**src/rtl/peripheral_interco_pkg.sv**
```systemverilog
// Shared definitions for the peripheral interconnect: pointer/count width
// helpers and the response payload type.
package peripheral_interco_pkg;

    localparam int RESP_DATA_W = 32;

    // A depth-1 FIFO still needs a 1-bit pointer to index its single slot.
    function automatic int ptr_width(input int depth);
        return (depth > 1) ? $clog2(depth) : 1;
    endfunction

    // Count must represent 0..depth inclusive.
    function automatic int cnt_width(input int depth);
        return $clog2(depth) + 1;
    endfunction

    typedef struct packed {
        logic [RESP_DATA_W-1:0] rdata;
        logic                   opc;
    } resp_t;

endpackage

```
**src/rtl/generic_id_fifo.sv**
```systemverilog
// In-order FIFO with occupancy count; pushes while full and pops while empty
// are ignored, so callers may present unqualified requests.
module generic_id_fifo
    import peripheral_interco_pkg::*;
#(
    parameter int DEPTH = 4,
    parameter int WIDTH = 8,
    parameter int CNT_W = cnt_width(DEPTH)
) (
    input  logic             clk,
    input  logic             rst_n,
    input  logic             push_i,
    input  logic [WIDTH-1:0] wdata_i,
    input  logic             pop_i,
    output logic [WIDTH-1:0] rdata_o,
    output logic             full_o,
    output logic             empty_o,
    output logic [CNT_W-1:0] count_o
);

    localparam int PTR_W = ptr_width(DEPTH);
    localparam logic [PTR_W-1:0] LAST_PTR = PTR_W'(DEPTH - 1);

    logic [WIDTH-1:0] r_mem [DEPTH];
    logic [PTR_W-1:0] r_wptr;
    logic [PTR_W-1:0] r_rptr;
    logic [CNT_W-1:0] r_count;
    logic             w_do_push;
    logic             w_do_pop;

    assign full_o    = (r_count == CNT_W'(DEPTH));
    assign empty_o   = (r_count == '0);
    assign count_o   = r_count;
    assign rdata_o   = r_mem[r_rptr];
    assign w_do_push = push_i & ~full_o;
    assign w_do_pop  = pop_i & ~empty_o;

    // Storage carries no reset; validity is tracked entirely by the count.
    always_ff @(posedge clk) begin
        if (w_do_push) begin
            r_mem[r_wptr] <= wdata_i;
        end
    end

    always_ff @(posedge clk or negedge rst_n) begin
        if (!rst_n) begin
            r_wptr  <= '0;
            r_rptr  <= '0;
            r_count <= '0;
        end else begin
            if (w_do_push) begin
                r_wptr <= (r_wptr == LAST_PTR) ? '0 : r_wptr + 1'b1;
            end
            if (w_do_pop) begin
                r_rptr <= (r_rptr == LAST_PTR) ? '0 : r_rptr + 1'b1;
            end
            case ({w_do_push, w_do_pop})
                2'b10:   r_count <= r_count + 1'b1;
                2'b01:   r_count <= r_count - 1'b1;
                default: r_count <= r_count;
            endcase
        end
    end

endmodule

```
**src/rtl/response_router_pe.sv**
```systemverilog
// Slave-side response router: remembers granted request IDs in order and
// steers each peripheral response back to its originating master.
module response_router_pe
    import peripheral_interco_pkg::*;
#(
    parameter int N_MASTER        = 8,
    parameter int ID_WIDTH        = N_MASTER,
    parameter int DATA_WIDTH      = 32,
    parameter int MAX_OUTSTANDING = 4,
    parameter int CNT_W           = cnt_width(MAX_OUTSTANDING)
) (
    input  logic                  clk,
    input  logic                  rst_n,
    input  logic                  data_req_i,
    input  logic [ID_WIDTH-1:0]   data_ID_i,
    output logic                  data_gnt_o,
    output logic                  data_req_o,
    input  logic                  data_gnt_i,
    input  logic                  data_r_valid_i,
    input  logic [DATA_WIDTH-1:0] data_r_rdata_i,
    input  logic                  data_r_opc_i,
    output logic [N_MASTER-1:0]   data_r_valid_o,
    output logic [DATA_WIDTH-1:0] data_r_rdata_o,
    output logic                  data_r_opc_o,
    output logic [CNT_W-1:0]      outstanding_o,
    output logic                  err_unexp_o
);

    logic                  w_full;
    logic                  w_empty;
    logic                  w_push;
    logic                  w_pop;
    logic [ID_WIDTH-1:0]   w_head_id;
    logic [N_MASTER-1:0]   r_valid;
    logic [DATA_WIDTH-1:0] r_rdata;
    logic                  r_opc;
    logic                  r_err;

    // Full comes from registered occupancy only, so a pop never frees a
    // slot for a push in the same cycle.
    assign data_req_o = data_req_i & ~w_full;
    assign data_gnt_o = data_gnt_i & ~w_full;
    assign w_push     = data_req_i & data_gnt_i & ~w_full;
    assign w_pop      = data_r_valid_i & ~w_empty;

    generic_id_fifo #(
        .DEPTH (MAX_OUTSTANDING),
        .WIDTH (ID_WIDTH),
        .CNT_W (CNT_W)
    ) u_id_fifo (
        .clk     (clk),
        .rst_n   (rst_n),
        .push_i  (w_push),
        .wdata_i (data_ID_i),
        .pop_i   (w_pop),
        .rdata_o (w_head_id),
        .full_o  (w_full),
        .empty_o (w_empty),
        .count_o (outstanding_o)
    );

    always_ff @(posedge clk or negedge rst_n) begin
        if (!rst_n) begin
            r_valid <= '0;
            r_rdata <= '0;
            r_opc   <= 1'b0;
            r_err   <= 1'b0;
        end else begin
            r_valid <= w_pop ? w_head_id : '0;
            r_err   <= data_r_valid_i & w_empty;
            if (w_pop) begin
                r_rdata <= data_r_rdata_i;
                r_opc   <= data_r_opc_i;
            end
        end
    end

    assign data_r_valid_o = r_valid;
    assign data_r_rdata_o = r_rdata;
    assign data_r_opc_o   = r_opc;
    assign err_unexp_o    = r_err;

    a_push_id_onehot0 : assert property (
        @(posedge clk) disable iff (!rst_n) w_push |-> $onehot0(data_ID_i)
    );

endmodule

```
**config.mk**
```make
export PLATFORM = sky130hd
export DESIGN_NAME = response_router_pe
export DESIGN_NICKNAME = d
export VERILOG_FILES = /design/src/rtl/peripheral_interco_pkg.sv /design/src/rtl/generic_id_fifo.sv /design/src/rtl/response_router_pe.sv
export SDC_FILE = /design/constraint.sdc
export NUM_CORES = 1
export LEC_CHECK = 0
export ABC_AREA = 1
export ABC_CLOCK_PERIOD_IN_PS = 2000
export BUFFER_PORTS_ARGS = -buffer_cell sky130_fd_sc_hd__buf_2
export CORE_AREA = 4 4 113 115
export DETAILED_ROUTE_END_ITERATION = 6
export DIE_AREA = 0 0 117 119
export SYNTH_ARGS = -nofsm -noshare
export SYNTH_HDL_FRONTEND = slang
export SYNTH_HIERARCHICAL = 1
export SYNTH_SLANG_ARGS = --single-unit
export TNS_END_PERCENT = 1
```
**constraint.sdc**
```tcl
create_clock -name clk -period 2 [get_ports clk]
set_input_delay 0.3 -clock clk [delete_from_list [all_inputs] [get_ports clk]]
set_output_delay 0.3 -clock clk [all_outputs]
set_load 0.02 [all_outputs]
```
; Word level (Yosys, flattened, before mapping)
; Memories as Yosys holds them, arrays and structs flattened.
; Index checks and enable logic that the tools add are counted.
[word_totals]
register_bits = 49
latchBits = 0
mem_bits_rw = 32
rom_bits = 0
input_bits = 46
wordCells = 35
memories = 1
[mem_list]
columns = memory, words, word_bits, rd, rd_ports_with_merged_regs, wr, line
row1 = u_id_fifo.r_mem, 4, 8, 1, 0, 1, generic_id_fifo.sv:24  ; logic [WIDTH-1:0] r_mem [DEPTH];
[classes]
add_sub_neg = 4
n_mul = 0
div = 0
order_cmp = 0
eq_ne = 5
shifts = 0
muxes = 6
bitwise = 10
reduce_logical = 2
[op_table]
columns = cell, n
row1 = $and 1x1->1, 8
row2 = $mux 8, 1
row3 = $eq 2x2->1 const B, 3
row4 = $pmux 3 s2, 1
row5 = $add 2x1->2 const B, 2
row6 = $mux 2, 2
row7 = $add 3x1->3 const B, 1
row8 = $eq 3x3->1 const B, 1
row9 = $logic_not 3->1, 1
row10 = $sub 3x1->3 const B, 1
row11 = $eq 2x1->1 const B, 1
row12 = $mux 1, 2
row13 = $not 1->1, 2
row14 = $reduce_bool 2->1, 1

; Logic depth before layout (Yosys ltp)
; Gate-level depths: netlist of run 1.
[depth]
depth_word = 6
ltp_mapped = 17
ltp_nobuf = 16

; Hierarchy
; Netlist of run 1, hierarchy kept.
[by_module_without_submodules]
columns = module, n_inst, cells_each, area_each_um2, seq_area_each_um2
row1 = generic_id_fifo, 1, 154, 1774.2, 1136.1
row2 = response_router_pe, 1, 178, 1714.1, 1051.0

; Least setup slack after synthesis of run 1
; No wires, ideal clock.
[synth_timing]
path_kind = register -> register
from = register u_id_fifo.r_count[0] (netlist: u_id_fifo/count_o[0])
to = register u_id_fifo.r_count[1] (netlist: u_id_fifo/count_o[1])
setup_time_ps = 83
t_arrival_ps = 2139
path_slack_ps = -222
path_stages_with_launch = 10
path_buffers = 0
period_less_slack_ps = 2222
path_cell_list = dfrtp_1 inv_1 nand3_2 inv_1 nor3_1 nand2_4 ha_1 inv_1 fa_1 o21ai_0
[synth_between]
elab_chain_len = 6
[synth_rtl]
columns = item, line
row1 = from (decl), generic_id_fifo.sv:27  ; logic [CNT_W-1:0] r_count;
row2 = from (signal assigned), generic_id_fifo.sv:58  ; 2'b10: r_count <= r_count + 1'b1;
row3 = from (signal assigned), generic_id_fifo.sv:59  ; 2'b01: r_count <= r_count - 1'b1;
row4 = from (signal assigned), generic_id_fifo.sv:60  ; default: r_count <= r_count;
row5 = $eq 3x3->1 *, generic_id_fifo.sv:31  ; assign full_o = (r_count == CNT_W'(DEPTH));
row6 = named net w_full, response_router_pe.sv:29  ; logic w_full;
row7 = $not 1->1 *, response_router_pe.sv:43  ; assign w_push = data_req_i & data_gnt_i & ~w_full;
row8 = $and 1x1->1 *, response_router_pe.sv:43
row9 = named net w_push, response_router_pe.sv:31  ; logic w_push;
row10 = $and 1x1->1 *, generic_id_fifo.sv:35  ; assign w_do_push = push_i & ~full_o;
row11 = $eq 2x1->1 or $eq 2x2->1 (tied branches), generic_id_fifo.sv:57  ; case ({w_do_push, w_do_pop})
row12 = $pmux 3 s2 or $reduce_bool 2->1 (tied branches), --
; Mark *: on every way through the listed nets, which the timed path passes. The rest lies on a longest branch.
; A chain may end at the register's enable or synchronous reset.

; Final worst setup path of run 1
[layout_timing]
from = register u_id_fifo.r_count[2] (netlist: u_id_fifo/count_o[2])
to = register u_id_fifo.r_count[2] (netlist: u_id_fifo/count_o[2])
[layout_between]
elab_chain_len = 6
[layout_rtl]
columns = item, line
row1 = $logic_not 3->1 *, generic_id_fifo.sv:32  ; assign empty_o = (r_count == '0);
row2 = named net w_empty, response_router_pe.sv:30  ; logic w_empty;
row3 = $not 1->1 *, response_router_pe.sv:44  ; assign w_pop = data_r_valid_i & ~w_empty;
row4 = $and 1x1->1 *, response_router_pe.sv:44
row5 = named net w_pop, response_router_pe.sv:32  ; logic w_pop;
row6 = $and 1x1->1 *, generic_id_fifo.sv:36  ; assign w_do_pop = pop_i & ~empty_o;
row7 = named net u_id_fifo.w_do_pop, generic_id_fifo.sv:29  ; logic w_do_pop;
row8 = $eq 2x1->1 or $eq 2x2->1 (tied branches), generic_id_fifo.sv:57
row9 = $pmux 3 s2 or $reduce_bool 2->1 (tied branches), --
; Marks and branches as above.

==> results of run 1 <==
stage by stage:
stage	total power (µW)	worst slack [ns]
after global placement	5060	0.0968
after floorplan	4440	0.0000426
after detailed placement	5130	0.0350
after CTS	6750	0.0194
after global routing	7270	0.0146
final	6770	0.124
worst register-to-register path, cell delays in order, from the launching register on:
cell and delay (ns):
dfrtp_2 0.40, inv_2 0.06, nand3_4 0.09, inv_2 0.06
inv_4 0.07, nand2_8 0.05, inv_4 0.06, nand2_2 0.06
inv_2 0.07, ha_4 0.13, inv_2 0.05, fa_2 0.38
nand2_2 0.10, nand3_2 0.08, nand2_1 0.06, nand2_1 0.04
worst paths after layout:
check                                          start                     to
worst min-delay path                    data_ID_i[0]  u_id_fifo/r_mem[2][0]
worst min register to register    data_r_rdata_o[26]     data_r_rdata_o[26]
worst max register to register  u_id_fifo/count_o[2]   u_id_fifo/count_o[2]
worst max-delay path            u_id_fifo/count_o[2]   u_id_fifo/count_o[2]
max in group asynchronous                      rst_n     data_r_rdata_o[11]
min in group asynchronous                      rst_n     data_r_rdata_o[25]
final cells by class:
type | instances | area (µm²)
fillers | 1159 | 7380
repair buffers | 108 | 583
multi-input cells | 190 | 1010
well taps | 147 | 184
clock buffers | 10 | 229
flip-flops and latches | 81 | 2190
inverters | 45 | 179
clock inverters | 6 | 58.8
flip-flops by register name (all words and copies together) (netlist names):
signal / flops
data_r_rdata_o: 32
u_id_fifo/r_mem: 32
data_r_valid_o: 8
u_id_fifo/count_o: 3
u_id_fifo/r_rptr: 2
u_id_fifo/r_wptr: 2
data_r_opc_o: 1
err_unexp_o: 1
power by group:
group,switching [µW],internal [µW],leakage [µW],total (µW)
Clock,615,957,0.000136,1570
Sequential,288,2240,0.000896,2530
Combinational,1730,939,0.00121,2670
metal layers:
metal,part of all wire,GRT usage,up-vias
met3,0.066,0.0300,13
li1,-,-,1265
met5,0.00096,0,-
met1,0.42,0.126,1136
met4,0.020,0.0538,2
met2,0.49,0.174,65
what timing repair did:
item | in CTS | in global routing
gates resized for setup | 0 | 12
buffers inserted | 0 | 4
endpoints found under the hold margin | 22 | 0
hold buffers | 1 | 0
setup endpoints to repair | 0 | 2
logic make-up (layout without fill, tap and decap cells):
logic type,count (synthesis),in the layout,share of synthesized area
simple gates,165,165,0.209
flops,81,81,0.627
buf+inv,61,169,0.0968
compound gates,17,17,0.0373
fa+ha+maj,7,7,0.0273
xor+xnor,1,1,0.00251
Yosys cell counts, types with 2 or more instances:
library cell,count,share of area
nor2_1,8,0.0086
buf_6,9,0.029
nand3_1,38,0.055
edfxtp_1,32,0.28
nor2_2,8,0.014
nand2_1,104,0.11
ha_1,6,0.022
inv_1,44,0.047
buf_4,5,0.011
o211ai_1,15,0.032
dfrtp_1,49,0.35
nand3_2,2,0.0057
==> impl_metrics.yaml, run 1 <==
logic_synthesis:
  async_flop_share: 0.605
  ys.flop_type: "dfrtp_1"
  syn_area_per_cell_um2: 10.5
  yosysSeqAreaShare: 0.627
  ys_ff_latch: 81
  synth_edf_count: 32
  syn_nets: 385
  syn-cell-area_mm2: 0.00349
  synth_cell_types: 24
  syn_inst: 332
  yosys_warnings: 6
die:
  initial_core_util: 0.295
  die_area_mm2: 0.0139
  core_mm2: 0.0118
  rows: 40
  fp.dieH_um: 119
  dieWidth_um: 117
  pin_count: 93
critical_path:
  start_kind: "register"
  ff2ff_setup_slack_ns: 0.12
  r2r_cells: 15
  path_class: "reg -> reg"
  cp.depth: 15
  crit_family: "adder cells"
  required_ns: 2.22
  endpoint_kind: "register"
  cp_num_buf_inv: 6
  critPathSlowestCell: "dfrtp_2"
  arrival_ns: 2.10
  crit_chain: "inv_2, nand3_4, inv_2, inv_4, nand2_8, inv_4, nand2_2, inv_2, ha_4, inv_2, fa_2, nand2_2, nand3_2, nand2_1, nand2_1"
  crit_path_max_incr_delay_ns: 0.40
  crit_top_cell: "inv_2"
  path_max_fanout: 4
drt:
  vias_per_cell: 4.23
  drtPass1Iterations: 4
  drt-initial-drc-count: 164
  vias: 2481
  drc: 0
  wire_per_inst_um: 12.4
  ant_nets: 0
  wl_um: 7270
power_and_ir_drop:
  powerDensity_mw_per_mm2: 1530
  ir_drop_uv: 551
  leakagePower_uw: 0.00224
cts:
  cts_buffer_depth: 2
  clk_latency_ns: 0.33
  cts_root_buffer: "clkbuf_16"
  cts_sinks: 81
  cts_tree: "done"
  htree_levels: 3
  cts_buffers: 9
  path_clk_slew_ns: 0.06
worst_hold_path:
  hold_depth: 1
  hp-class: "in -> reg"
sta:
  setup-tns-final_ns: 0
  period_share: 0.938
  worstMarginPinSlew_ns: 0.587
  max_freq_mhz: 533
  hold_ws_ns: 0.184
  relSlewSlack: 0.609
  finalSetupViolCount: 0
  rsz0062_at_grt: "no"
  hold_violations: 0
  slew_viol_final: 0
  clock-skew-final_ns: 0.00760
  period_minus_slack_ns: 1.88
final_layout:
  final_cell_mix: "101 x nand2_1, 92 x buf_2, 46 x dfrtp_1"
  postLayoutCellArea_mm2: 0.00443
  layout.cells.non_filler: 587
  nets: 488
  area_growth_pct: 27.1
  num_antenna_cells: 0
  final_common_cell: "nand2_1"
  finish.utilization: 0.375
  layout-drive-gt1-share: 0.352
placement:
  port_buffers: 92
  dpl_cell_area_mm2: 0.00407
  dp_cells: 566
  gp_congestion: 0.744
  hpwl_um: 5110
grt:
  grt_antenna_before_repair: 1
  grt_max_degree: 42
  grt_use_total: 0.106
  grt_pass1_vias: 2356
  grt_pass1_wl_um: 11400
  grt_overflow: 0
flow_run:
  drv_cap: 0
run_status:
  status: "complete, no violations"
Note: power is estimated with default switching activity, not from simulation.
==> run 2: changes to the inputs <==
Settings changed: REMOVE_ABC_BUFFERS from default to 1.
==> run 2 against run 1 <==
Effect of this change:
- critical path depth unchanged
- clock skew is 0.0044 ns lower
- design area decreased by 0.39%
- register-to-register slack worse by 0.03 ns
- via count rose by 2.2%
- count of clock-buffer cells in the layout is 2 higher
==> impl_metrics.yaml, run 2 (same netlist as run 1, synthesis figures left out) <==
worst_hold_path:
  hp-class: "in -> reg"
  hold_start: "data_ID_i[2]"
critical_path:
  path_class: "reg -> reg"
  r2r-start: "u_id_fifo/count_o[2]"
  crit_family: "buffers and inverters"
  critPathSlowestCell: "dfrtp_1"
  startpoint: "u_id_fifo/count_o[2]"
  arrival_ns: 2.12
  endpoint_kind: "register"
  start_kind: "register"
  crit_path_max_incr_delay_ns: 0.39
  path_max_fanout: 4
  cp_num_buf_inv: 7
  required_ns: 2.22
  crit_chain: "inv_1, nand3_2, inv_2, inv_4, nand2_8, inv_1, nand2_2, inv_2, ha_4, inv_2, fa_2, inv_1, nand2_1, nand4_1, nand2_1"
grt:
  grt_pass1_wl_um: 11800
  grt_antenna_before_repair: 0
  grt_pass1_vias: 2522
  grt.met1_usage: 0.132
  grt_busiest_layer: "met2"
  grt_use_met2: 0.182
  grt_use_total: 0.110
  grt_max_degree: 42
  grtUsageMet3: 0.0366
  grt_overflow: 0
power_and_ir_drop:
  internal_power_uw: 4220
  p_switching_uw: 2570
  power_uw: 6790
  swShare: 0.379
  p_comb_frac: 0.373
  p_seq_frac: 0.379
  leakagePower_uw: 0.00226
  clkPwrFrac: 0.248
  powerDensity_mw_per_mm2: 1540
  ir_drop_uv: 469
placement:
  port_buffers: 92
  dpl_cell_area_mm2: 0.00407
  dp_cells: 567
  hpwl_um: 5130
  gp_congestion: 0.772
sta:
  max_freq_mhz: 525
  setup-tns-final_ns: 0
  period_share: 0.952
  hold_ws_ns: 0.186
  relSlewSlack: 0.450
  hold_violations: 0
  period_minus_slack_ns: 1.90
  slew_viol_final: 0
  worstMarginPinSlew_ns: 0.825
  finalSetupViolCount: 0
  clock-skew-final_ns: 0.00317
die:
  rows: 40
  pin_count: 93
  fp.dieH_um: 119
  initial_core_util: 0.295
  core_mm2: 0.0118
  die_area_mm2: 0.0139
  dieWidth_um: 117
cts:
  cts_buffers: 9
  cts_root_buffer: "clkbuf_16"
  clk_latency_ns: 0.33
  cts_buffer_depth: 2
  htree_levels: 3
  cts_sinks: 81
  path_clk_slew_ns: 0.06
  cts_tree: "done"
drt:
  vias_per_cell: 4.33
  drt-initial-drc-count: 106
  vias: 2535
  drc: 0
  wl_um: 7310
  wire_per_inst_um: 12.5
  drtPass1Iterations: 4
  ant_nets: 0
final_layout:
  final_cell_mix: "102 x nand2_1, 92 x buf_2, 49 x dfrtp_1"
  nets: 486
  layout-drive-gt1-share: 0.326
  area_growth_pct: 26.6
  num_antenna_cells: 0
  postLayoutCellArea_mm2: 0.00442
  final_common_cell: "nand2_1"
  layout.cells.non_filler: 585
flow_run:
  drv_cap: 0
run_status:
  status: "complete, no violations"
==> run 2: changes by cell type in the layout (fill, tap and decap cells not counted), sizes merged <==
cell and delta:
buf -2, bufinv +1, clkbuf +2, clkinv -1
clkinvlp -2
==> run 2: worst register-to-register path: cells and delay by family, from the launching register on <==
kind | cells | cell delay [ns]
adder cells (fa/ha/maj) | 2 | 0.48
flip-flops | 1 | 0.39
buffers and inverters | 7 | 0.49
AND/OR/NAND/NOR | 6 | 0.44
==> run 2: through the flow <==
stage | utilization | worst slack, ns
after CTS | 0.371 | 0.0104
after floorplan | - | -0.382
after global routing | 0.374 | -0.00211
after global placement | 0.344 | 0.0663
final | 0.374 | 0.0954
after detailed placement | 0.344 | -0.0714
==> run 2: cell type report <==
type	instances	area, µm²
fillers	1183	7390
flip-flops and latches	81	2190
multi-input cells	190	987
repair buffers	106	581
clock buffers	12	236
well taps	147	184
inverters	45	171
clock inverters	4	70.1
==> run 2: layer usage <==
layer / up-vias / wire (µm) / share of wire
met5: - / 0 / 0
met4: 0 / 104 / 0.014
met3: 11 / 572 / 0.078
met2: 84 / 3440 / 0.47
met1: 1177 / 3190 / 0.44
li1: 1263 / - / -
==> run 2: power by group through the flow <==
stage | Clock [µW] | Combinational [µW] | Sequential [µW]
3_5_place_dp | 0 | 2480 | 2600
3_3_place_gp | 0 | 2430 | 2590
2_1_floorplan | 0 | 1080 | 3070
4_1_cts | 1750 | 2500 | 2570
6_report | 1680 | 2540 | 2570
5_1_grt | 1820 | 2880 | 2630
==> run 2: path summary, 6_finish.rpt <==
check | cells past startpoint | to | slack (ns)
setup reg to reg | 15 | u_id_fifo/count_o[2] | 0.1
max in group asynchronous | 3 | data_r_rdata_o[16] | 1.01
min in group asynchronous | 2 | data_r_opc_o | 0.46
hold reg to reg | 2 | data_r_rdata_o[5] | 0.47
setup / recovery | 15 | u_id_fifo/count_o[2] | 0.1
hold / removal | 1 | u_id_fifo/r_mem[2][2] | 0.19
==> run 2: repair_timing <==
item	4_1_cts	5_1_grt
resized for setup	3	9
buffers inserted	0	1
gates cloned	0	0
endpoints found under the hold margin	16	0
hold buffers	1	0
endpoints found under the setup margin	2	2
pin swaps	1	0
